### src/rtl/dt_serializer_if.sv
// FIFO-read / UART-write handshake bundle for dt_serializer.
interface dt_serializer_if #(
  parameter int DATA_PACKET_WIDTH = 51,
  parameter int UART_DATA_WIDTH   = 8
);
  logic [DATA_PACKET_WIDTH-1:0] data_packet;
  logic                         f_empty;
  logic                         rd_en;
  logic                         tx_ready;
  logic [UART_DATA_WIDTH-1:0]   data_byte;
  logic                         we;
  logic                         busy;
  logic                         pkt_done;
  logic [15:0]                  pkt_count;

  // serializer side
  modport master (
    input  data_packet, f_empty, tx_ready,
    output rd_en, data_byte, we, busy, pkt_done, pkt_count
  );

  // FIFO + UART side
  modport slave (
    output data_packet, f_empty, tx_ready,
    input  rd_en, data_byte, we, busy, pkt_done, pkt_count
  );
endinterface

### src/rtl/dt_serializer.sv
// Pops one packet from a FIFO and writes it to a UART byte by byte,
// optionally prefixed with a start-of-frame byte.
module dt_serializer #(
  parameter int          DATA_PACKET_WIDTH = 51,
  parameter int          UART_DATA_WIDTH   = 8,
  parameter int          MSB_FIRST         = 1,
  parameter int          SOF_ENABLE        = 0,
  parameter int unsigned SOF_BYTE          = 8'hA5
) (
  input  logic            clk,
  input  logic            rst_n,
  dt_serializer_if.master bus
);
  localparam int NUM_BYTES = (DATA_PACKET_WIDTH + UART_DATA_WIDTH - 1) / UART_DATA_WIDTH;
  localparam int PAD_W     = NUM_BYTES * UART_DATA_WIDTH;
  localparam int IDX_W     = (NUM_BYTES > 1) ? $clog2(NUM_BYTES) : 1;
  localparam logic [IDX_W-1:0]           LAST_IDX = IDX_W'(NUM_BYTES - 1);
  localparam logic [UART_DATA_WIDTH-1:0] SOF_VAL  = UART_DATA_WIDTH'(SOF_BYTE);

  typedef enum logic [2:0] {IDLE, READ, LOAD, SOF, SEND} state_t;

  state_t                     state_q;
  logic [IDX_W-1:0]           idx_q;
  logic [PAD_W-1:0]           pkt_q;
  logic [15:0]                cnt_q;
  logic [UART_DATA_WIDTH-1:0] cur_byte;
  logic                       sending;
  int                         shamt;

  // Sequencer: fetch, capture, optional SOF, then walk the byte index.
  always_ff @(posedge clk or negedge rst_n) begin
    if (!rst_n) begin
      state_q <= IDLE;
      idx_q   <= '0;
      pkt_q   <= '0;
      cnt_q   <= '0;
    end else begin
      case (state_q)
        IDLE: if (!bus.f_empty) state_q <= READ;
        READ: state_q <= LOAD;
        LOAD: begin
          // zero-extension supplies the MSB-end padding
          pkt_q   <= PAD_W'(bus.data_packet);
          idx_q   <= '0;
          state_q <= (SOF_ENABLE != 0) ? SOF : SEND;
        end
        SOF: if (bus.tx_ready) state_q <= SEND;
        SEND: begin
          if (bus.tx_ready) begin
            if (idx_q == LAST_IDX) begin
              idx_q   <= '0;
              cnt_q   <= cnt_q + 16'd1;
              state_q <= IDLE;
            end else begin
              idx_q <= idx_q + 1'b1;
            end
          end
        end
        default: state_q <= IDLE;
      endcase
    end
  end

  // Byte select: index 0 maps to the top byte when sending MSB first.
  always_comb begin
    if (MSB_FIRST != 0) shamt = (NUM_BYTES - 1 - int'(idx_q)) * UART_DATA_WIDTH;
    else                shamt = int'(idx_q) * UART_DATA_WIDTH;
    cur_byte = UART_DATA_WIDTH'(pkt_q >> shamt);
  end

  // Output byte is only meaningful in SOF/SEND; zero elsewhere.
  always_comb begin
    bus.data_byte = '0;
    case (state_q)
      SOF:     bus.data_byte = SOF_VAL;
      SEND:    bus.data_byte = cur_byte;
      default: bus.data_byte = '0;
    endcase
  end

  assign sending      = (state_q == SOF) || (state_q == SEND);
  assign bus.rd_en    = (state_q == READ);
  assign bus.busy     = (state_q != IDLE);
  assign bus.we       = sending && bus.tx_ready;
  assign bus.pkt_done = (state_q == SEND) && bus.tx_ready && (idx_q == LAST_IDX);
  assign bus.pkt_count = cnt_q;
endmodule

### src/flat_wrapper.sv
// flat-port wrapper written by rule: the top's interface ports become plain ports
module dt_serializer_flat 
#(
  parameter int          DATA_PACKET_WIDTH = 51,
  parameter int          UART_DATA_WIDTH   = 8,
  parameter int          MSB_FIRST         = 1,
  parameter int          SOF_ENABLE        = 0,
  parameter int unsigned SOF_BYTE          = 8'hA5
)
  (clk, rst_n, bus_data_packet, bus_f_empty, bus_tx_ready, bus_rd_en, bus_data_byte, bus_we, bus_busy, bus_pkt_done, bus_pkt_count);
  dt_serializer_if #(.DATA_PACKET_WIDTH(DATA_PACKET_WIDTH), .UART_DATA_WIDTH(UART_DATA_WIDTH)) bus_i ();
  input  logic clk;
  input  logic rst_n;
  input wire logic [$bits(bus_i.data_packet)-1:0] bus_data_packet;
  input wire logic [$bits(bus_i.f_empty)-1:0] bus_f_empty;
  input wire logic [$bits(bus_i.tx_ready)-1:0] bus_tx_ready;
  output wire logic [$bits(bus_i.rd_en)-1:0] bus_rd_en;
  output wire logic [$bits(bus_i.data_byte)-1:0] bus_data_byte;
  output wire logic [$bits(bus_i.we)-1:0] bus_we;
  output wire logic [$bits(bus_i.busy)-1:0] bus_busy;
  output wire logic [$bits(bus_i.pkt_done)-1:0] bus_pkt_done;
  output wire logic [$bits(bus_i.pkt_count)-1:0] bus_pkt_count;
  assign bus_i.data_packet = bus_data_packet;
  assign bus_i.f_empty = bus_f_empty;
  assign bus_i.tx_ready = bus_tx_ready;
  assign bus_rd_en = bus_i.rd_en;
  assign bus_data_byte = bus_i.data_byte;
  assign bus_we = bus_i.we;
  assign bus_busy = bus_i.busy;
  assign bus_pkt_done = bus_i.pkt_done;
  assign bus_pkt_count = bus_i.pkt_count;
  dt_serializer #(.DATA_PACKET_WIDTH(DATA_PACKET_WIDTH), .UART_DATA_WIDTH(UART_DATA_WIDTH), .MSB_FIRST(MSB_FIRST), .SOF_ENABLE(SOF_ENABLE), .SOF_BYTE(SOF_BYTE)) u_core (.clk(clk), .rst_n(rst_n), .bus(bus_i));
endmodule
### config.mk
export PLATFORM = sky130hd
export DESIGN_NAME = dt_serializer_flat
export DESIGN_NICKNAME = d
export VERILOG_FILES = /design/src/rtl/dt_serializer_if.sv /design/src/rtl/dt_serializer.sv /design/src/flat_wrapper.sv
export SDC_FILE = /design/constraint.sdc
export NUM_CORES = 1
export LEC_CHECK = 0
export ABC_AREA = 1
export BUFFER_PORTS_ARGS = -buffer_cell sky130_fd_sc_hd__buf_2
export CORE_UTILIZATION = 32
export CTS_BUF_LIST = sky130_fd_sc_hd__clkbuf_16
export DETAILED_ROUTE_END_ITERATION = 8
export GPL_ROUTABILITY_DRIVEN = 0
export SLEW_MARGIN = 0
export SYNTH_ARGS = -nofsm -noshare
export SYNTH_HDL_FRONTEND = slang
export SYNTH_SLANG_ARGS = --single-unit
### constraint.sdc
create_clock -name clk -period 4.9 [get_ports clk]
set_clock_uncertainty 0.05 [all_clocks]
set_input_delay 0.49 -clock clk [delete_from_list [all_inputs] [get_ports clk]]
set_output_delay 0.49 -clock clk [all_outputs]
set_load 0.02 [all_outputs]
==> results by group <==
Pwr
  – Sw Ratio: 32.1%
  – P_sw: 0.828 mW
  – Leakage: 2.47 nW
  – Clk pwr share: 24.3%
  – Internal Power: 1.75 mW
  – Combinational share of power: 37.1%
  – Part of the power in registers: 38.7%
  – Peak VDD IR: 0.250 mV
  – Pwr/cell area: 543 nW/um^2

Yosys
  – Synth Area in XOR/XNOR: 2.17%
  – Synth top area cells: dfrtp_1 (46%), mux2_4 (17%), nand2_1 (10%)
  – Mapped Area: 3980 sq um
  – Compound-Gate Fraction of Synth Area: 5.06%
  – Cells after Synth: 421
  – Yosys Warn Count: 0
  – Mean Syn Cell Area: 9.45 sq um
  – Count leader, synth: nand2_1
  – Simple-gate share of the synthesized area: 21.9%
  – Post-synth EDFFs: 0
  – Flops & latches, synth: 73
  – Post-synth cell types: 27
  – Syn nets: 480
  – Commonest cells in the netlist: nand2_1 (109), dfrtp_1 (73), mux2_4 (45)
  – Ys async rst share: 100%
  – Register area share after synthesis: 45.9%
  – Post-Synth Adder-Cell Area: 1.26%
  – Mux cell area share after synthesis: 17.0%
  – Largest family of logic cells by synthesized area: simple AND/OR/NAND/NOR gates
  – Dominant cell type by area after synthesis: dfrtp_1
  – Ys flop type: dfrtp_1
  – Synth top area share: 45.9%

Placement
  – DP Area: 4480 sq um
  – DP Wirelength: 6700 um
  – IO Port Bufs: 82

Layout
  – Number of diodes: 0
  – Area delta synth->final: 19.6%
  – Layout cell share with drive strength beyond 1: 30.6%
  – NumNets Final: 559
  – Filler cells: 1207
  – Post-route cell area: 4760 sq um

Global route
  – Gr usage total: 15.8%
  – Gr ovfl total: 0
  – First-pass GRT wire length: 15500 um
  – Initial antenna violation count: 0
  – Number of global-route vias before repair: 3175
  – Largest net degree at the start of global routing: 60

Clock tree
  – H-tree depth: 3
  – CTS Root Cell: clkbuf_16
  – CTS Sinks: 73
  – CTS clk-pin slew, worst paths: 0.06 ns
  – CTS tree: built
  – TritonCTS Buffers: 9
  – Clock Tree Buf Depth: 2
  – Clk Latency, worst-skew pair: 0.34 ns
  – Postcts setup bufs: 0
  – Hold_buf cts: 0
  – Resize count post-CTS: 0

Drt
  – 1st-iter DRT viols: 132
  – Routed vias: 3081
  – Antenna-violating nets left: 0
  – Post-Route WL: 9400 um
  – Avg WL per Cell: 14.0 um
  – Via density per instance: 4.58
  – # DRC: 0
  – First-pass DRT Iterations: 4

Worst setup path
  – Levels on crit path: 8
  – Worst setup SP type: flop
  – Flop2flop setup slack: 2.81 ns
  – Worst path bufs/invs: 3
  – Worst setup EP type: primary output
  – CP cell instances: inv_1, ha_1, inv_1, o21ai_0, o21ai_0, nand3_1, nand2_1, buf_2
  – CP peak stage delay: 0.85 ns
  – Req. time, crit path: 4.36 ns
  – Reg2reg end: u_core.idx_q[2]$_DFFE_PN0P_
  – CP max FO: 27
  – Worst path slowest cell: dfrtp_1
  – CP startpoint: u_core.idx_q[0]$_DFFE_PN0P_
  – Worst setup path class: flop to primary output
  – Reg-to-Reg Start: u_core.idx_q[0]$_DFFE_PN0P_
  – Delay-heaviest family, CP: flip-flops
  – Reg2Reg Depth: 4
  – WP data arrival: 2.93 ns

STA
  – Slew margin rel.: 33.2%
  – Final setup vio count: 0
  – RSZ-0062 raised after global routing: false
  – Final setup TNS: 0 ns
  – Actual slew at the worst max-slew pin: 1.00 ns
  – Final period util: 70.8%
  – Final max-slew violation count: 0
  – Hold Fails Final Rpt: 0
  – Final min period: 3.47 ns
  – F_max: 288 MHz

Worst hold path
  – Hold Path Class: input port to async pin

Die
  – Placement row count: 40
  – Die ar.: 12900 sq um
  – Initial Util: 33.0%
  – Die Y-Extent: 114 um
  – Die Span X: 114 um
  – Core Box Area: 12100 sq um
  – IO Count: 83

Outcome
  – Status: finished clean

Job
  – Number of max-cap violations: 0
==> how the worst max path moves through the flow <==
stage,endpoint
finish,bus_data_byte[7]
detailed placement,bus_data_byte[7]
CTS,bus_data_byte[7]
floorplan,bus_data_byte[1]
global route,bus_data_byte[4]
global placement,bus_data_byte[5]
==> stage by stage <==
step                power (mW)  util (%)  cells  worst slack, ns  hold slack [ns]
floorplan                 1.76         -    421             2.43            0.144
global placement          1.94      37.1    657             1.93            0.415
detailed placement        1.97      37.1    657             1.83            0.418
CTS                       2.61      39.4    672             1.45           0.0491
global route              2.74      39.4    672             1.19           0.0611
finish                    2.58      39.4    672             1.43           0.0384
==> metal layers <==
| layer | global-route usage, % | vias up | share of wire (%) |
|---|---|---|---|
| met5 | 0 | - | 0 |
| met4 | 8.16 | 0 | 1.7 |
| met3 | 3.72 | 11 | 4.6 |
| met2 | 26.1 | 76 | 48 |
| met1 | 19.3 | 1463 | 45 |
| li1 | - | 1531 | - |
==> worst register-to-register path: stages (launching register included) <==
cell and delay (ns):
dfrtp_1 0.85, ha_1 0.32, xor2_2 0.58, nand3_1 0.14, nand2_1 0.08
==> layout by cell type (no fill, tap or decap), drive strengths merged <==
cell,netlist,layout
nor2,42,42
xnor2,1,1
nand3,38,38
clkinv,0,4
inv,33,34
buf,14,84
nand2,113,113
nand4,7,7
nor3,1,1
ha,4,4
o211ai,3,3
clkbuf,2,9
o21ai,17,17
o2111ai,1,1
bufinv,0,1
mux2,45,45
nand3b,2,2
a21oi,17,17
dfrtp,73,73
xor2,8,8
==> cell families after synthesis <==
kind of cell             count (synthesis)
flip-flops                              73
XOR/XNOR                                 9
AND/OR/NAND/NOR                        203
AO/OA/AOI/OAI                           38
buffers and inverters                   49
adder cells (fa/ha/maj)                  4
multiplexers                            45
==> flip-flops by register name, summed over array words and instances (netlist names) <==
signal,count
u_core.idx_q,3
u_core.pkt_q,51
u_core.bus.pkt_count,16
u_core.state_q,3
==> cell type report <==
class / instances / area (sq um) / area share (%)
Tap cell: 168 / 210 / 4.42
Timing Repair Buffer: 84 / 425 / 8.94
Multi-Input combinational cell: 299 / 1890 / 39.8
Sequential cell: 73 / 1830 / 38.4
Clock inverter: 6 / 51.3 / 1.08
Inverter: 33 / 126 / 2.66
Clock buffer: 9 / 225 / 4.73
==> power by group through the flow <==
stage                     Combinational [mW]  Sequential (mW)  Clock, mW
after CTS                              0.969            0.999      0.642
after global placement                 0.939             1.00          0
after floorplan                        0.825            0.936          0
final                                  0.957            0.998      0.627
after detailed placement               0.961             1.01          0
after global routing                    1.04             1.03      0.665
(Power assumes the default switching activity.)
